## config.mk

```make
export PLATFORM = sky130hd
export DESIGN_NAME = chess_turn_ctrl
export DESIGN_NICKNAME = d
export VERILOG_FILES = /design/src/rtl/chess_pkg.sv /design/src/rtl/inc_pulser.sv /design/src/rtl/chess_turn_ctrl.sv
export SDC_FILE = /design/constraint.sdc
export NUM_CORES = 1
export LEC_CHECK = 0
export BUFFER_PORTS_ARGS = -buffer_cell sky130_fd_sc_hd__buf_2
export CAP_MARGIN = 15
export CORE_ASPECT_RATIO = 0.5
export CORE_MARGIN = 2
export CORE_UTILIZATION = 50
export CTS_CLUSTER_SIZE = 16
export DETAILED_ROUTE_END_ITERATION = 16
export PLACE_DENSITY = 0.92
export RECOVER_POWER = 25
export SETUP_SLACK_MARGIN = 0.4
export SYNTH_ARGS = -nofsm -noshare
export SYNTH_HDL_FRONTEND = slang
export SYNTH_HIERARCHICAL = 1
export SYNTH_SLANG_ARGS = --single-unit
```

## constraint.sdc

```tcl
create_clock -name clk -period 5.2 [get_ports clk]
set_input_delay 1.04 -clock clk [delete_from_list [all_inputs] [get_ports clk]]
set_output_delay 1.04 -clock clk [all_outputs]
set_load 0.01 [all_outputs]
```

## src/rtl/chess_pkg.sv

```systemverilog
// Shared encodings for the chess clock turn arbiter: FSM states, move limit,
// side identifiers and the digit zero test.
package chess_pkg;

  typedef enum logic [2:0] {
    ST_IDLE  = 3'd0,
    ST_RUN_A = 3'd1,
    ST_RUN_B = 3'd2,
    ST_INC_A = 3'd3,
    ST_INC_B = 3'd4,
    ST_PAUSE = 3'd5,
    ST_FLAG  = 3'd6
  } state_t;

  localparam logic [6:0] MOVE_MAX = 7'd99;
  localparam logic       SIDE_A   = 1'b0;
  localparam logic       SIDE_B   = 1'b1;

  // Digits are opaque BCD: a clock is out of time only when all four read zero.
  function automatic logic isZero(input logic [15:0] digits);
    return (digits == 16'd0);
  endfunction

endpackage

```

## src/rtl/inc_pulser.sv

```systemverilog
// Fischer increment sequencer: after go, emits count secup pulses, each
// followed by one gap cycle, and flags done on the final gap cycle.
module inc_pulser (
  input  logic       clk,
  input  logic       clr,
  input  logic       go,
  input  logic [3:0] count,
  output logic       pulse,
  output logic       done
);

  logic       active_r;
  logic       phase_r;
  logic [3:0] cnt_r;
  logic       pulse_r;
  logic       done_s;

  // Last gap cycle of the last pulse; count is never 0 while active.
  assign done_s = active_r & phase_r & (cnt_r == (count - 4'd1));

  // Phase toggles every cycle; a pulse is counted when its gap cycle completes.
  always_ff @(posedge clk) begin
    if (clr) begin
      active_r <= 1'b0;
      phase_r  <= 1'b0;
      cnt_r    <= 4'd0;
      pulse_r  <= 1'b0;
    end else if (go) begin
      active_r <= 1'b1;
      phase_r  <= 1'b0;
      cnt_r    <= 4'd0;
      pulse_r  <= 1'b1;
    end else if (active_r) begin
      phase_r  <= ~phase_r;
      cnt_r    <= phase_r ? (cnt_r + 4'd1) : cnt_r;
      active_r <= ~done_s;
      pulse_r  <= phase_r & ~done_s;
    end else begin
      pulse_r  <= 1'b0;
    end
  end

  assign pulse = pulse_r;
  assign done  = done_s;

endmodule

```

## src/rtl/chess_turn_ctrl.sv

```systemverilog
// Turn arbiter for a two-player chess clock: gates both countdowns, issues
// Fischer increments, detects flag fall and counts full moves.
module chess_turn_ctrl #(
  parameter int INC_SEC = 2
) (
  input  logic       clk,
  input  logic       clr,
  input  logic       start,
  input  logic       pause,
  input  logic       press_a,
  input  logic       press_b,
  input  logic [3:0] a_m2,
  input  logic [3:0] a_m1,
  input  logic [3:0] a_s2,
  input  logic [3:0] a_s1,
  input  logic [3:0] b_m2,
  input  logic [3:0] b_m1,
  input  logic [3:0] b_s2,
  input  logic [3:0] b_s1,
  output logic       run_a,
  output logic       run_b,
  output logic       inc_a,
  output logic       inc_b,
  output logic       flag_a,
  output logic       flag_b,
  output logic [6:0] move_cnt,
  output logic       paused
);
  import chess_pkg::*;

  localparam logic [3:0] INC_CNT = 4'(INC_SEC);
  localparam logic       HAS_INC = (INC_SEC != 0);

  state_t     state_r, nextState_s;
  logic       savedSide_r, nextSide_s;
  logic       incGo_s, moveTake_s;
  logic       zeroA_s, zeroB_s;
  logic       pulse_s, incDone_s;
  logic       runA_r, runB_r, flagA_r, flagB_r, paused_r;
  logic [6:0] moveCnt_r;

  assign zeroA_s = isZero({a_m2, a_m1, a_s2, a_s1});
  assign zeroB_s = isZero({b_m2, b_m1, b_s2, b_s1});

  inc_pulser u_pulser (
    .clk   (clk),
    .clr   (clr),
    .go    (incGo_s),
    .count (INC_CNT),
    .pulse (pulse_s),
    .done  (incDone_s)
  );

  // State and saved-side registers.
  always_ff @(posedge clk) begin
    if (clr) begin
      state_r     <= ST_IDLE;
      savedSide_r <= SIDE_A;
    end else begin
      state_r     <= nextState_s;
      savedSide_r <= nextSide_s;
    end
  end

  // Next-state decode; zero check outranks own press, own press outranks pause.
  always_comb begin
    nextState_s = state_r;
    nextSide_s  = savedSide_r;
    incGo_s     = 1'b0;
    moveTake_s  = 1'b0;
    case (state_r)
      ST_IDLE: begin
        if (start) nextState_s = ST_RUN_A;
        else       nextState_s = ST_IDLE;
      end
      ST_RUN_A: begin
        if (zeroA_s) begin
          nextState_s = ST_FLAG;
        end else if (press_a) begin
          if (HAS_INC) begin
            nextState_s = ST_INC_A;
            incGo_s     = 1'b1;
          end else begin
            nextState_s = ST_RUN_B;
          end
        end else if (pause) begin
          nextState_s = ST_PAUSE;
          nextSide_s  = SIDE_A;
        end else begin
          nextState_s = ST_RUN_A;
        end
      end
      ST_RUN_B: begin
        if (zeroB_s) begin
          nextState_s = ST_FLAG;
        end else if (press_b) begin
          moveTake_s = 1'b1;
          if (HAS_INC) begin
            nextState_s = ST_INC_B;
            incGo_s     = 1'b1;
          end else begin
            nextState_s = ST_RUN_A;
          end
        end else if (pause) begin
          nextState_s = ST_PAUSE;
          nextSide_s  = SIDE_B;
        end else begin
          nextState_s = ST_RUN_B;
        end
      end
      ST_INC_A: begin
        if (incDone_s) nextState_s = ST_RUN_B;
        else           nextState_s = ST_INC_A;
      end
      ST_INC_B: begin
        if (incDone_s) nextState_s = ST_RUN_A;
        else           nextState_s = ST_INC_B;
      end
      ST_PAUSE: begin
        if (pause) nextState_s = (savedSide_r == SIDE_A) ? ST_RUN_A : ST_RUN_B;
        else       nextState_s = ST_PAUSE;
      end
      ST_FLAG: begin
        nextState_s = ST_FLAG;
      end
      default: begin
        nextState_s = ST_IDLE;
      end
    endcase
  end

  // Moore outputs registered from the next state; flags are sticky until clr.
  always_ff @(posedge clk) begin
    if (clr) begin
      runA_r    <= 1'b0;
      runB_r    <= 1'b0;
      paused_r  <= 1'b0;
      flagA_r   <= 1'b0;
      flagB_r   <= 1'b0;
      moveCnt_r <= 7'd0;
    end else begin
      runA_r    <= (nextState_s == ST_RUN_A);
      runB_r    <= (nextState_s == ST_RUN_B);
      paused_r  <= (nextState_s == ST_PAUSE);
      flagA_r   <= flagA_r | ((state_r == ST_RUN_A) & zeroA_s);
      flagB_r   <= flagB_r | ((state_r == ST_RUN_B) & zeroB_s);
      if (moveTake_s && (moveCnt_r != MOVE_MAX)) moveCnt_r <= moveCnt_r + 7'd1;
      else                                       moveCnt_r <= moveCnt_r;
    end
  end

  assign run_a    = runA_r;
  assign run_b    = runB_r;
  assign paused   = paused_r;
  assign flag_a   = flagA_r;
  assign flag_b   = flagB_r;
  assign move_cnt = moveCnt_r;
  assign inc_a    = pulse_s & (state_r == ST_INC_A);
  assign inc_b    = pulse_s & (state_r == ST_INC_B);

endmodule

```

==> out/metrics.csv <==
stage,metric,value,unit
clock_network,cts_buffer_depth,2,
critical_path,crit_arrival,2.76,ns
timing,period_share,49.7,%
drt,ant_nets,0,
global_route,grt_pass1_vias,1130,
final_layout,drive_above_1_share,31.0,%
timing,rsz0062_at_grt,false,
synth,ys_ff_latch,23,
synth,netlist_instances,155,
timing,hold_viol_final,0,
global_route,grt_pass1_wl,4740,um
synth,ys_top_cells_by_count,"dfxtp_1 (23), nor2_1 (20), xor2_1 (10)",
final_layout,syn_to_final_growth,22.3,%
die,fp.coreArea,2620,sq um
timing,holdWs,0.499,ns
drt,drt-wirelength-per-cell,13.0,um
critical_path,endpoint_kind,flop,
timing,skew,0.00412,ns
critical_path,r2r_start,state_r[0],
die,io_pins,52,
timing,tightest_slew,1.05,ns
die,dieArea,3240,sq um
clock_network,cts_setup_buffers,0,
power,ir_worst_vdd,0.000154,V
synth,yosysWarnings,6,
synth,synthFlopType,dfxtp_1,
synth,seq_area_frac_synth,33.2,%
die,start_util,53.0,%
timing,setup_viol_count_final,0,
synth,syn_area_per_cell,8.96,sq um
synth,yosysMostFrequentCell,dfxtp_1,
synth,synth_enable_flop_cells,0,
critical_path,critical_path_required,5.37,ns
hold_path,min_from,flag_a,
final_layout,utilization,64.9,%
place,gp_congestion,0.760,
synth,synthTopCellsByArea,"dfxtp_1 (33%), xor2_1 (6.3%), nor2_1 (5.4%), nor4_2 (4.5%), mux2i_1 (3.6%)",
synth,async_flop_share,0,%
timing,slew_headroom,29.6,%
synth,ys_types,51,
critical_path,crit_buf_inv,1,
critical_path,critical_path.max_stage_delay,0.82,ns
drt,drtIter0Drc,88,
clock_network,clock_latency,0.26,ns
timing,clock.fmax,387,MHz
power,power.density,233,nW/um^2
die,die_x,78.5,um
clock_network,clk_pin_slew,0.08,ns
synth,syn_area,1390,sq um
place,io_buffers,51,
global_route,grt_max_degree,20,
critical_path,crit_start,a_m1[3],
global_route,grt_use_total,19.7,%
timing,setup-tns-final,0,ns
critical_path,worstPathMaxFanout,9,
final_layout,diodes,0,
synth,synth_top_area_cell,dfxtp_1,
run_status,status,"complete, no violations",
critical_path,critPathLaunchType,primary input,
final_layout,finalNetCount,252,
timing,finalMaxSlewViolations,0,
clock_network,clock_sinks,23,
critical_path,cp_cell_sequence,buf_2 > nor4_1 > nand4_1 > nand2b_1 > o21ai_0 > and3b_1 > a311oi_1,
drt,drc,0,
drt,vias,1303,
synth,synth_top_area_share,33.2,%
die,rows,13,
clock_network,cts_resized,0,
clock_network,hold_buffers,0,
hold_path,hold_path.class,flop to flop,
drt,vias_per_cell,5.28,
global_route,grt-ovfl-total,0,
drt,dr.pass1.iters,5,
clock_network,cts_buffers,3,
clock_network,cts_tree,done,
flow_run,drv_cap,0,
drt,drt-total-wl,3220,um
power,leakage,0.781,nW
die,die_y,41.3,um
clock_network,ctsHtreeMaxLevel,1,
critical_path,worst_path_max_delay_cell,o21ai_0,
critical_path,cp_top_family,compound AO/OA/AOI/OAI gates,
critical_path,critical_path_class,primary input to flop,
global_route,antenna_found_initial,0,
clock_network,cts-root-buf,clkbuf_8,
timing,period_minus_slack,2.59,ns
place,dp.final_hpwl,2510,um
-- stage by stage --
step | instances | total power, mW | instance area, sq um | setup WS [ns]
floorplan | 161 | 0.264 | 1410 | 2.87
global placement | 243 | 0.285 | 1660 | 2.49
detailed placement | 243 | 0.289 | 1660 | 2.40
CTS | 247 | 0.397 | 1710 | 2.63
global route | 247 | 0.416 | 1700 | 2.48
finish | 247 | 0.396 | 1700 | 2.61
-- cell type report --
cell class	count	area [sq um]
clock buffers	4	45.0
flip-flops and latches	23	460
multi-input cells	125	876
repair buffers	51	245
well taps	37	46.3
inverters	7	26.3
fillers	222	920
-- final timing paths --
check,depth (start not counted),endpoint,slack (ns)
max,7,u_pulser/pulse,2.61
min,2,flag_a,0.50
max reg2reg,6,u_pulser/pulse,2.62
min reg2reg,2,flag_a,0.50
-- per-layer routing --
layer / track usage [%] / wire length [um] / vias up
met5: 0 / 0 / -
li1: - / - / 659
met1: 21.8 / 1390 / 591
met4: 6.14 / 18 / 0
met3: 6.17 / 229 / 4
met2: 38.2 / 1590 / 49
-- registers in the layout, summed over array words and instances (netlist names) --
signal             flops
u_pulser/active_r      1
state_r                3
move_cnt               7
u_pulser/pulse         1
u_pulser/phase_r       1
flag_b                 1
run_a                  1
flag_a                 1
paused                 1
u_pulser/cnt_r         4
savedSide_r            1
run_b                  1
-- power by group --
group / switching, mW / internal [mW]
sequential: 0.0141 / 0.186
combinational: 0.0454 / 0.0411
clock: 0.0550 / 0.0547
-- kinds of logic (layout without fill, tap and decap cells) --
kind of cell / count (synthesis) / count (layout) / share of synthesized area, %
simple gates: 77 / 77 / 34.6
flops: 23 / 23 / 33.2
compound gates: 18 / 18 / 10.0
xor+xnor: 13 / 13 / 9.19
buf+inv: 13 / 62 / 5.40
mux: 6 / 6 / 4.41
fa+ha+maj: 3 / 3 / 2.70
other cells: 2 / 8 / 0.541
-- tightest hold or removal path, cell delays in order, from the launching register on --
cell and delay [ns]:
dfxtp_1 0.34, nor2_1 0.05, nor2_1 0.07
-- layout by cell type (no fill, tap or decap), types with 3 or more instances in the layout --
cell type  instances
nor4_2             5
o21bai_1           3
and3_1             3
nor3_1             6
xor2_1            10
nand2_1            5
dfxtp_1           23
a21oi_1            3
nand4_1            5
ha_1               3
clkbuf_1           9
conb_1             8
and2_1             3
clkbuf_8           3
nor4_1             4
nand3_1            5
nor2_1            20
inv_1              6
mux2i_1            5
buf_2             43
Power figures use the tool's default switching activity.
